## src/rtl/ctrl_pipe_reg.sv

```systemverilog
// ctrl_pipe_reg: DEPTH-stage control-bundle pipeline register with per-stage valid, stall and flush.
// Optional performance counters (stall_cnt, bubble_cnt) are built when CTRL_PIPE_PERF_EN is defined.
module ctrl_pipe_reg #(
  parameter int              WIDTH     = 3,
  parameter int              DEPTH     = 1,
  parameter logic [WIDTH-1:0] RESET_VAL = '0,
  parameter logic [WIDTH-1:0] KILL_MASK = '1
) (
  input  logic             clk,
  input  logic             reset_n,
  input  logic             in_valid,
  input  logic [WIDTH-1:0] in_ctrl,
  output logic             in_ready,
  input  logic [DEPTH-1:0] stall,
  input  logic [DEPTH-1:0] flush,
  output logic [DEPTH-1:0] stage_valid,
  output logic             out_valid,
  output logic [WIDTH-1:0] out_ctrl
`ifdef CTRL_PIPE_PERF_EN
  ,
  output logic [31:0]      stall_cnt,
  output logic [31:0]      bubble_cnt
`endif
);

  logic [DEPTH-1:0] hold_s;
  logic [DEPTH-1:0] v_q, v_d;
  logic [WIDTH-1:0] c_q [DEPTH];
  logic [WIDTH-1:0] c_d [DEPTH];

  // Hold of stage i is the OR of its own stall and every later stall.
  always_comb begin
    hold_s = '0;
    for (int i = 0; i < DEPTH; i++) begin
      logic acc;
      acc = 1'b0;
      for (int j = i; j < DEPTH; j++) begin
        acc = acc | stall[j];
      end
      hold_s[i] = acc;
    end
  end

  // Per-stage next state: flush beats hold; a stage behind a frozen upstream takes a bubble.
  always_comb begin
    v_d = v_q;
    for (int i = 0; i < DEPTH; i++) begin
      c_d[i] = c_q[i];
    end
    if (flush[0]) begin
      v_d[0] = 1'b0;
      c_d[0] = RESET_VAL;
    end else if (!hold_s[0]) begin
      v_d[0] = in_valid;
      c_d[0] = in_ctrl;
    end else begin
      v_d[0] = v_q[0];
      c_d[0] = c_q[0];
    end
    for (int i = 1; i < DEPTH; i++) begin
      if (flush[i]) begin
        v_d[i] = 1'b0;
        c_d[i] = RESET_VAL;
      end else if (hold_s[i]) begin
        v_d[i] = v_q[i];
        c_d[i] = c_q[i];
      end else if (hold_s[i-1]) begin
        v_d[i] = 1'b0;
        c_d[i] = RESET_VAL;
      end else begin
        v_d[i] = v_q[i-1];
        c_d[i] = c_q[i-1];
      end
    end
  end

  // Stage registers with synchronous active-low reset.
  always_ff @(posedge clk) begin
    if (!reset_n) begin
      v_q <= '0;
      for (int i = 0; i < DEPTH; i++) begin
        c_q[i] <= RESET_VAL;
      end
    end else begin
      v_q <= v_d;
      for (int i = 0; i < DEPTH; i++) begin
        c_q[i] <= c_d[i];
      end
    end
  end

  assign in_ready    = ~hold_s[0];
  assign stage_valid = v_q;
  assign out_valid   = v_q[DEPTH-1];
  // Side-effecting bits are suppressed only at the output; stored ctrl is left untouched.
  assign out_ctrl    = c_q[DEPTH-1] & ~(v_q[DEPTH-1] ? {WIDTH{1'b0}} : KILL_MASK);

`ifdef CTRL_PIPE_PERF_EN
  logic [31:0] stall_cnt_q, stall_cnt_d;
  logic [31:0] bubble_cnt_q, bubble_cnt_d;

  // Saturating event counters.
  always_comb begin
    stall_cnt_d  = stall_cnt_q;
    bubble_cnt_d = bubble_cnt_q;
    if (hold_s[0] && (stall_cnt_q != 32'hFFFF_FFFF)) begin
      stall_cnt_d = stall_cnt_q + 32'd1;
    end else begin
      stall_cnt_d = stall_cnt_q;
    end
    if (!v_q[DEPTH-1] && (bubble_cnt_q != 32'hFFFF_FFFF)) begin
      bubble_cnt_d = bubble_cnt_q + 32'd1;
    end else begin
      bubble_cnt_d = bubble_cnt_q;
    end
  end

  // Counter registers, cleared by reset.
  always_ff @(posedge clk) begin
    if (!reset_n) begin
      stall_cnt_q  <= 32'd0;
      bubble_cnt_q <= 32'd0;
    end else begin
      stall_cnt_q  <= stall_cnt_d;
      bubble_cnt_q <= bubble_cnt_d;
    end
  end

  assign stall_cnt  = stall_cnt_q;
  assign bubble_cnt = bubble_cnt_q;
`endif

endmodule

```

## config.mk

```make
export PLATFORM = sky130hd
export DESIGN_NAME = ctrl_pipe_reg
export DESIGN_NICKNAME = d
export VERILOG_FILES = /design/src/rtl/ctrl_pipe_reg.sv
export SDC_FILE = /design/constraint.sdc
export NUM_CORES = 1
export LEC_CHECK = 0
export ABC_AREA = 1
export ABC_CLOCK_PERIOD_IN_PS = 1700
export BUFFER_PORTS_ARGS = -buffer_cell sky130_fd_sc_hd__clkbuf_2
export CORE_AREA = 2 2 39 41
export DETAILED_ROUTE_END_ITERATION = 8
export DIE_AREA = 0 0 41 43
export SLEW_MARGIN = 40
export SYNTH_ARGS = -nofsm -noshare
export SYNTH_HDL_FRONTEND = slang
export SYNTH_SLANG_ARGS = --single-unit
```

## constraint.sdc

```tcl
create_clock -name clk -period 1.7 [get_ports clk]
set_input_delay 0.17 -clock clk [delete_from_list [all_inputs] [get_ports clk]]
set_output_delay 0.17 -clock clk [all_outputs]
set_load 0.02 [all_outputs]
```

==> metrics.md <==
| Metric | Value |
|---|---|
| Status | `completed` |
| Grt peak-use layer | `met4` |
| Hold buffers post-CTS | `0` |
| Worst Max-Slew Pin Slew | `approximately 0.17 ns` |
| CTS sink cnt | `4` |
| Io pins | `14` |
| R2R depth | `2` |
| RSZ-0062 raised after global routing | `no` |
| Slew Limit Fails | `0` |
| Worst path arrival time | `0.90 ns` |
| Met2 Usage GRT | `under 10%` |
| CP Capture Point | `out_ctrl[2]` |
| Total Wirelength | `approximately 390 µm` |
| Vias per cell | `3.53` |
| Slack of the critical path | `roughly 0.63 ns` |
| Pwr/cell area | `a little under 900 mW/mm²` |
| Port Buffer Count | `13` |
| First-pass GRT wire length | `between 500 and 600 µm` |
| Clk_skew | `0 ns` |
| Seq cells post-synth | `4` |
| Largest net degree at the start of global routing | `7` |
| # resized after CTS | `0` |
| Largest fanout on the critical path | `6` |
| Synthesized area | `around 170 µm²` |
| Setup TNS | `0 ns` |
| CP startpoint kind | `register` |
| Core footprint | `~0.0014 mm²` |
| N_diodes | `0` |
| Initial Utilization | `12.4%` |
| Initial antenna violation count | `0` |
| Setup Fix Bufs, Post-CTS | `0` |
| Slew headroom | `between 80% and 90%` |
| DRC Markers | `0` |
| Hold WC Path Type | `in -> reg` |
| Final Hold Viols | `0` |
| Max_cap viols | `0` |
| Routing usage on met3 | `0%` |
| R2R Path End | `out_valid$_SDFFE_PP0N_` |
| # rows | `14` |
| Final setup violating endpoints | `0` |
| Final #Nets | `51` |
| GRT Util Overall | `5.11%` |
| Worst setup startpoint | `out_valid$_SDFFE_PP0N_` |
| Peak Freq | `roughly 930 MHz` |
| Synth-to-Final Area Change | `58.4%` |
| Clock Tree Root | `clkbuf_4` |
| Num CTS Buffers | `3` |
| Drt first pass iters | `4` |
| Crit path required time | `between 1.5 and 2 ns` |
| Leakage power | `between 0.15 and 0.2 nW` |
| Clock Latency Late Sink | `around 0.23 ns` |
| Routed length per instance | `6.81 µm` |
| 1st-iter DRT viols | `11` |
| Grt total ovfl | `0` |
| R2R Path Start | `out_valid$_SDFFE_PP0N_` |
| Critical Path Sink Type | `primary output` |
| Clock Pin Slew Worst Setup and Hold Paths | `0.04 ns` |
| Vias in the first global route | `approximately 170` |
| Ys Warns | `0` |
| Fin crit share | `63.2%` |
| Chip Height | `43 µm` |
| Final min period | `1.07 ns` |
| Detailed-route via count | `201` |
| Synth Instances | `26` |
| CTS tree | `built` |
| Routing usage on met1 | `between 3 and 4%` |
| Htree depth | `1` |
| Post-synthesis sequential area ratio | `approximately 47%` |
| Worst Path Class, Setup | `reg -> out` |
| Post-DRT Antenna Nets | `0` |
| Area of the die | `between 0.0015 and 0.002 mm²` |
| Pre-CTS setup slack | `just under 0.9 ns` |
| Syn_area_per_cell | `around 6.6 µm²` |
| IR drop worst, VDD | `between 0.0001 and 0.00015 V` |
| Die W | `around 41 µm` |
| GP Congestion | `~0.63` |
| Max Buffers Root-to-Sink | `2` |
| R2R setup slack | `approximately 1.0 ns` |
| Share of cells above drive strength 1 | `between 40 and 50%` |
| Synth Net Count | `34` |
| Yosys cell types | `6` |
-- Yosys cell counts --
cell type / n / area [µm²]
nand2_1: 12 / 45.0
a21oi_1: 4 / 20.0
dfxtp_1: 4 / 80.1
inv_1: 4 / 15.0
buf_4: 1 / 7.51
inv_2: 1 / 3.75
-- metrics by stage --
stage | utilization, % | cell area (µm²) | instances | total power (W) | hold slack, ns
finish | 19.6 | 272 | 57 | 0.000242 | 0.164
floorplan | - | 171 | 26 | 0.000113 | 0.310
detailed placement | 18.0 | 249 | 54 | 0.000126 | 0.411
global route | 19.6 | 272 | 57 | 0.000253 | 0.174
global placement | 18.0 | 249 | 54 | 0.000126 | 0.411
CTS | 19.6 | 272 | 57 | 0.000248 | 0.158
-- layout make-up --
class	instances	area, µm²
Tap cell	16	20.0
Fill cell	154	1110
Timing Repair Buffer	13	65.1
Multi-Input combinational cell	16	65.1
Clock buffer	3	22.5
Inverter	5	18.8
Sequential cell	4	80.1
-- how the worst min path moves through the flow --
| stage | start | endpoint | slack [ns] | depth (start not counted) |
|---|---|---|---|---|
| after CTS | in_ctrl[2] | c_q[0][2]$_SDFFE_PP0N_ | 0.16 | 3 |
| after global routing | in_valid | out_valid$_SDFFE_PP0N_ | 0.17 | 3 |
| after global placement | in_ctrl[2] | c_q[0][2]$_SDFFE_PP0N_ | 0.41 | 3 |
| after floorplan | stall | c_q[0][0]$_SDFFE_PP0N_ | 0.31 | 2 |
| after detailed placement | in_ctrl[2] | c_q[0][2]$_SDFFE_PP0N_ | 0.41 | 3 |
| final | in_ctrl[2] | c_q[0][2]$_SDFFE_PP0N_ | 0.16 | 3 |
-- registers in the layout (all words and copies together), names as in the netlist --
name       cells
c_q            3
out_valid      1
-- kinds of logic (layout without fill, tap and decap cells) --
group,count (synthesis),count (layout),share of synthesized area (%)
AOI/OAI and AO/OA,4,4,11.7
buffers and inverters,6,21,15.3
DFF,4,4,46.7
and+or+nand+nor,12,12,26.3
-- worst max-delay path, stage by stage (launching register included) --
cell,delay [ns]
dfxtp_1,0.39
nand2_1,0.07
inv_1,0.05
clkbuf_2,0.15
-- per-layer routing --
metal | up-vias | share of wire, %
met4 | 0 | 5.4
li1 | 106 | -
met3 | 2 | 7.2
met1 | 83 | 34
met2 | 10 | 53
met5 | - | 0
-- cells in the final DEF (no fill, tap or decap) --
cell type / count
inv_1: 4
inv_2: 1
dfxtp_1: 4
clkbuf_2: 13
a21oi_1: 4
clkbuf_4: 3
nand2_1: 12
-- report_power, final --
group / leakage (nW) / switching [W] / total, W / internal [W]
clock network: 0.0138 / 0.0000393 / 0.000118 / 0.0000790
logic: 0.115 / 0.0000136 / 0.0000241 / 0.0000106
registers: 0.0326 / 0.00000207 / 0.0000995 / 0.0000974
(Power assumes the default switching activity.)
